File: src/rtl/popeye_dl_router.sv
// rtl/popeye_dl_router.sv - ioctl download demux, DIP/mod capture and core reset sequencing (option: POPEYE_DL_CHECKSUM_EN)
module popeye_dl_router #(
  parameter int         ROM_BYTES    = 81920,
  parameter int         RESET_HOLD   = 16,
  parameter logic [7:0] DIP_DEFAULT0 = 8'h00,
  parameter logic [7:0] DIP_DEFAULT1 = 8'hC2,
  parameter logic [7:0] DIP_DEFAULT2 = 8'h00
) (
  input  logic        clk_sys,
  input  logic        reset,
  input  logic        ioctl_download,
  input  logic [7:0]  ioctl_index,
  input  logic        ioctl_wr,
  input  logic [24:0] ioctl_addr,
  input  logic [7:0]  ioctl_dout,
  output logic [16:0] dl_addr,
  output logic        dl_wr,
  output logic [7:0]  dl_data,
  output logic [7:0]  dip_sw0,
  output logic [7:0]  dip_sw1,
  output logic [7:0]  dip_sw2,
  output logic        mod_skyskipr,
  output logic        core_reset,
  output logic        rom_loading,
  output logic        dl_done,
`ifdef POPEYE_DL_CHECKSUM_EN
  output logic [15:0] dl_sum,
  output logic [16:0] dl_count,
`endif
  output logic        dl_overflow
);

  localparam int          CW        = (RESET_HOLD > 1) ? $clog2(RESET_HOLD) : 1;
  localparam logic [CW-1:0] HOLD_RELOAD = CW'(RESET_HOLD - 1);
  localparam logic [24:0] ROM_LIMIT = 25'(ROM_BYTES);

  typedef enum logic [1:0] {S_HOLD, S_RUN, S_LOADING} state_t;

  state_t        state;
  state_t        next_state;
  logic [CW-1:0] hold_cnt;

  logic rom_start;
  logic rom_sel;
  logic in_range;
  logic rom_accept;
  logic rom_over;
  logic enter_loading;
  logic leave_loading;
  logic dip_hit;

  // Decode of the incoming ioctl cycle; only index 0 steers the FSM
  always_comb begin
    rom_start     = ioctl_download && (ioctl_index == 8'd0);
    rom_sel       = (state == S_LOADING) && ioctl_wr && (ioctl_index == 8'd0);
    in_range      = (ioctl_addr < ROM_LIMIT);
    rom_accept    = rom_sel && in_range;
    rom_over      = rom_sel && !in_range;
    enter_loading = (state != S_LOADING) && (next_state == S_LOADING);
    leave_loading = (state == S_LOADING) && (next_state == S_HOLD);
    dip_hit       = ioctl_wr && (ioctl_index == 8'd254) &&
                    (ioctl_addr[24:3] == 22'd0) && (ioctl_addr[2:0] < 3'd3);
  end

  // State register
  always_ff @(posedge clk_sys) begin
    if (reset) state <= S_HOLD;
    else       state <= next_state;
  end

  // Next-state logic: a ROM download start beats the hold counter expiring
  always_comb begin
    next_state = state;
    case (state)
      S_HOLD: begin
        if (rom_start)            next_state = S_LOADING;
        else if (hold_cnt == '0)  next_state = S_RUN;
      end
      S_RUN: begin
        if (rom_start) next_state = S_LOADING;
      end
      S_LOADING: begin
        if (!ioctl_download) next_state = S_HOLD;
      end
      default: next_state = S_HOLD;
    endcase
  end

  // Outputs decoded from the current state so core_reset rises with LOADING
  always_comb begin
    core_reset  = (state != S_RUN);
    rom_loading = (state == S_LOADING);
  end

  // Hold counter: reloaded when a download ends, counts down while holding
  always_ff @(posedge clk_sys) begin
    if (reset)                              hold_cnt <= HOLD_RELOAD;
    else if (leave_loading)                 hold_cnt <= HOLD_RELOAD;
    else if (state == S_HOLD && hold_cnt != '0) hold_cnt <= hold_cnt - CW'(1);
  end

  // Registered ROM write port, completion pulse and sticky overflow flag
  always_ff @(posedge clk_sys) begin
    if (reset) begin
      dl_wr       <= 1'b0;
      dl_addr     <= '0;
      dl_data     <= '0;
      dl_done     <= 1'b0;
      dl_overflow <= 1'b0;
    end else begin
      dl_wr   <= rom_accept;
      dl_done <= leave_loading;
      if (rom_accept) begin
        dl_addr <= ioctl_addr[16:0];
        dl_data <= ioctl_dout;
      end
      if (enter_loading)  dl_overflow <= 1'b0;
      else if (rom_over)  dl_overflow <= 1'b1;
    end
  end

  // DIP banks and board-mod flag, writable in every state
  always_ff @(posedge clk_sys) begin
    if (reset) begin
      dip_sw0      <= DIP_DEFAULT0;
      dip_sw1      <= DIP_DEFAULT1;
      dip_sw2      <= DIP_DEFAULT2;
      mod_skyskipr <= 1'b0;
    end else begin
      if (dip_hit) begin
        case (ioctl_addr[1:0])
          2'd0:    dip_sw0 <= ioctl_dout;
          2'd1:    dip_sw1 <= ioctl_dout;
          default: dip_sw2 <= ioctl_dout;
        endcase
      end
      if (ioctl_wr && ioctl_index == 8'd1) mod_skyskipr <= |ioctl_dout;
    end
  end

`ifdef POPEYE_DL_CHECKSUM_EN
  // Running sum and saturating byte count of accepted ROM bytes
  always_ff @(posedge clk_sys) begin
    if (reset) begin
      dl_sum   <= '0;
      dl_count <= '0;
    end else if (enter_loading) begin
      dl_sum   <= '0;
      dl_count <= '0;
    end else if (rom_accept) begin
      dl_sum <= dl_sum + {8'd0, ioctl_dout};
      if (dl_count != '1) dl_count <= dl_count + 17'd1;
    end
  end
`endif

endmodule
File: config.mk
export PLATFORM = sky130hd
export DESIGN_NAME = popeye_dl_router
export DESIGN_NICKNAME = d
export VERILOG_FILES = /design/src/rtl/popeye_dl_router.sv
export SDC_FILE = /design/constraint.sdc
export NUM_CORES = 1
export LEC_CHECK = 0
export ABC_AREA = 1
export ABC_CLOCK_PERIOD_IN_PS = 2270
export BUFFER_PORTS_ARGS = -buffer_cell sky130_fd_sc_hd__buf_2
export CORE_ASPECT_RATIO = 1.2
export CORE_MARGIN = 4
export CORE_UTILIZATION = 40
export DETAILED_ROUTE_END_ITERATION = 7
export PLACE_DENSITY = 0.66
export SYNTH_ARGS = -nofsm -noshare
export SYNTH_HDL_FRONTEND = slang
export SYNTH_SLANG_ARGS = --single-unit
File: constraint.sdc
create_clock -name clk_sys -period 2.27 [get_ports clk_sys]
set_input_delay 0.681 -clock clk_sys [delete_from_list [all_inputs] [get_ports clk_sys]]
set_output_delay 0.681 -clock clk_sys [all_outputs]
set_load 0.01 [all_outputs]
### After elaboration in Yosys (flattened, before gate mapping)

Cells that the tools add are included.

* flip-flop bits (word level): 59
* word-level logic and storage cells: 55

* add/subtract/negate cells: 1
* $lt $le $gt $ge: 2
* equality and inequality tests: 8
* mux-type cells: 5
* bitwise gates (word level): 1
* reductions and logical operators: 27

Operators with widths (number)
* 25-bit by 17-bit < comparator with 1-bit output (second input constant): 1
* 22-bit logical NOT: 1
* 1-bit logical AND: 12
* 8-bit by 1-bit equality test with 1-bit output (second input constant): 1
* 8-bit equality test (second input constant): 1
* 8-bit logical NOT: 1
* 2-bit 2-to-1 mux: 4
* 8-bit OR reduction: 1
* 2-bit logical NOT: 3
* 2-bit one-hot mux with 3 select lines: 1
* 2-bit AND reduction: 3
* 2-bit OR reduction: 3
* 2-bit by 1-bit equality test with 1-bit output (second input constant): 2
* 2-bit equality test (second input constant): 2
* 4-bit logical NOT: 1
* 4-bit nonzero test: 1
* 4-bit by 1-bit subtractor with 4-bit output (second input constant): 1
* 3-bit by 2-bit < comparator with 1-bit output (second input constant): 1
* 2-bit by 1-bit != test with 1-bit output (second input constant): 1
* 2-bit != test (second input constant): 1
* 1-bit logical NOT: 1
* 1-bit inverter: 1

### Depth between registers and ports, before layout

* depth after elaboration: 7
* gate-level depth with buffers: 10

### Worst setup path before layout

Ideal clock, no wire load.

* path type: in2reg
* from: in ioctl_addr[24]
* to: reg dip_sw0[0]
* setup time: 0.115 ns
* arrival: 1.596 ns
* path slack: 0.559 ns
* cell stages on the path: 8
* buffers on the path: 1
* cell sequence: or2_4 -> nor2_8 -> nand2_2 -> nor2_4 -> buf_6 -> nand4_1 -> nand2_1 -> nor2_1

* cells in the longest elaborated chain, start to end: 4

RTL lines
* from (decl): RTL line 14 `input logic [24:0] ioctl_addr,`
* 22-bit logical NOT: RTL line 62 `(ioctl_addr[24:3] == 22'd0) && (ioctl_addr[2:0] < 3'd3);`
* 1-bit logical AND: RTL line 61 `dip_hit = ioctl_wr && (ioctl_index == 8'd254) &&`
* 1-bit logical AND: RTL line 62
* 2-bit AND reduction (no source line)
* to (signal assigned): RTL line 132 `2'd0: dip_sw0 <= ioctl_dout;`
* to (decl): RTL line 19 `output logic [7:0] dip_sw0,`

Every way passes these cells.
A chain may end at the register's enable or synchronous reset.

### Worst setup path in the final report

* from: in ioctl_addr[14]
* to: reg dip_sw1[0]

* cells in the longest elaborated chain, start to end: 4

RTL lines
* 22-bit logical NOT: RTL line 62
* 1-bit logical AND: RTL line 61
* 1-bit logical AND: RTL line 62
* 2-bit AND reduction (no source line)
* to (signal assigned): RTL line 133 `2'd1: dip_sw1 <= ioctl_dout;`
* to (decl): RTL line 20 `output logic [7:0] dip_sw1,`

Every way passes these cells.

==> metrics <==
outcome=finished clean; number of nets in the finished design=558; total congestion overflow after global routing=0; Top-Level Pins=100; slew at the pin with the worst max-slew slack=0.461 ns; post-route setup TNS=0 ns; hold path startpoint=dip_sw1[1]; insertion delay to the later sink of the worst-skew pair=0.33 ns; synth unique cells=31; CTS clk-pin slew, worst paths=0.07 ns; maximum number of pins on one net before global-route repair=54; #FFs+latches synth=59; fraction of power consumed by sequential logic=0.469; Leak=1.93 nW; global routing usage summed across all routing layers=0.177; Max Fclk=555 MHz; crit path DAT=2.02 ns; initial standard-cell utilization of the core=0.413; gpl congestion=0.811; start-to-end type of the worst setup path=in2reg; fin worst setup slack=0.469 ns; buffers from clock root to sink, at most=2; Hold-fix buffers, CTS=0; Sink Count=59; DR WL/cell=12.6 um; mean cell area of the mapped netlist=6.86 sq um; launch point of the worst path=ioctl_addr[14]; final worst-path cycle share=0.793; Worst Path Max Fanout=21; worst setup skew after layout=0.00484 ns; Horiz. Die Dim=84.8 um; Critical Path Sink Type=flop; P_int=1.71 mW; cell area after synthesis=0.00283 sq mm; final HPWL from detailed placement=5580 um; Comb pwr share=0.070; cts bufs inserted=9; Routed Antenna Nets=0; cell at the root of the clock tree=clkbuf_8; die area=0.00850 sq mm; Sw Ratio=0.231; switching power=0.514 mW; worst hold path type=reg2reg; Final Hold Violating Endpoints=0; setup slack after placement=0.162 ns; proportion of power drawn by the clock network=0.462; initial antenna violation count=0; Critical R2R Launch=hold_cnt[0]; via count of the first global-routing pass=2532; peak supply drop=0.375 mV; core area=0.00685 sq mm; count of cells resized by post-cts repair=0; Max Transition Viols Final=0; Synth-to-Final Area Change=27.0%; number of rows created at floorplan=33; CTS tree=built; antenna fix cells=0; Synthesis Warnings=0; post-CTS setup buffers=0; unrepaired setup endpoints after global routing=false; Crit path required time=2.49 ns; Vias per Instance=4.76; proportion of synthesized chip area in sequential cells=0.417; number of H-tree levels=3; global-route wire length before repair=12100 um; number of instances in the synthesized netlist=413; vias post-DR=2876; routed wire length=7610 um; final setup violating endpoints=0; Detailed Routing Iterations Pass 1=4; Die Y-Extent=100 um; DRC=0; layout cell share with drive strength beyond 1=0.265; relative slew slack=0.689; critical path startpoint category=input port; Mapped Nets=459; input/output buffers=99; max-cap violations=0; post-route minimum period=1.80 ns; power density cells=619 mW/mm^2; number of violations reported at the end of detailed-routing iteration 0=100
-- critical path, cell delays in order --
cell and delay (ns):
buf_2 0.11, nor2_1 0.19, nand2_1 0.08, nor2_1 0.16
nand2_2 0.09, nor2_4 0.38, nand4_1 0.18, nand2_1 0.11
nor2_1 0.04
-- through the flow --
stage	util	cells	total power, mW	hold WS, ns	cell area, sq um
3_3_place_gp	0.495	588	1.22	0.438	3390
3_5_place_dp	0.495	588	1.22	0.443	3390
2_1_floorplan	-	413	1.14	0.446	2830
6_report	0.525	604	2.23	0.459	3600
5_1_grt	0.525	604	2.31	0.486	3600
4_1_cts	0.525	604	2.25	0.462	3600
-- metal layers --
metal / up-vias / GRT usage / share of wire
li1: 1490 / - / -
met1: 1255 / 0.229 / 0.45
met2: 118 / 0.277 / 0.46
met3: 13 / 0.0419 / 0.078
met4: 0 / 0.0828 / 0.018
met5: - / 0 / 0
-- cells by family after synthesis --
family,after synthesis,share of synthesized area
XOR/XNOR,1,0.00309
AO/OA/AOI/OAI,34,0.0623
AND/OR/NAND/NOR,253,0.404
buffers and inverters,65,0.109
flip-flops,59,0.417
adder cells (fa/ha/maj),1,0.00442
-- final cells by class --
cell class | count | area, sq um
clock buffer | 11 | 131
clock inverter | 5 | 77.6
fill | 701 | 3260
inverter | 45 | 169
multi-input combinational | 289 | 1340
sequential | 59 | 1180
tap | 87 | 109
timing repair buffer | 108 | 588
-- cell usage in the layout (no fill, tap or decap), drive strengths merged --
master,count
nor4,2
a21oi,25
clkbuf,11
a31oi,3
o21a,1
ha,1
xnor2,1
inv,44
buf,108
dfxtp,59
nor2,109
nand2,102
or2,2
clkinvlp,1
bufinv,2
clkinv,3
nand3,11
o21ai,5
nor3,3
nand4,24
-- power groups by stage --
| stage | Sequential (mW) | Combinational (mW) | Clock [mW] |
|---|---|---|---|
| 2_1_floorplan | 1.07 | 0.0730 | 0 |
| 3_3_place_gp | 1.07 | 0.153 | 0 |
| 3_5_place_dp | 1.07 | 0.154 | 0 |
| 4_1_cts | 1.04 | 0.155 | 1.05 |
| 5_1_grt | 1.04 | 0.173 | 1.09 |
| 6_report | 1.04 | 0.155 | 1.03 |
-- state kept, by name, indices dropped and copies added, names as in the netlist --
name / cells
dl_addr: 17
dip_sw0: 8
dip_sw1: 8
dip_sw2: 8
dl_data: 8
hold_cnt: 4
state: 2
dl_done: 1
dl_overflow: 1
dl_wr: 1
mod_skyskipr: 1
-- synthesized netlist by cell type, drive strengths merged --
library cell | instances | share of area
nand3 | 11 | 0.024
a21oi | 25 | 0.044
buf | 12 | 0.038
ha | 1 | 0.0044
inv | 44 | 0.058
dfxtp | 59 | 0.42
nor3 | 3 | 0.0093
a31oi | 3 | 0.0066
or2 | 2 | 0.0053
o21ai | 5 | 0.0088
o21a | 1 | 0.0027
nand4 | 24 | 0.061
nor2 | 109 | 0.16
clkbuf | 8 | 0.012
nor4 | 2 | 0.0044
clkinv | 1 | 0.0013
nand2 | 102 | 0.14
xnor2 | 1 | 0.0031
-- path summary, 6_finish.rpt --
kind,cells after the start,slack [ns],endpoint
setup / recovery,9,0.47,dip_sw1[0]
hold / removal,2,0.46,dip_sw1[1]
setup reg to reg,8,0.81,hold_cnt[2]
hold reg to reg,2,0.46,dip_sw1[1]
Note: power is estimated with default switching activity, not from simulation.
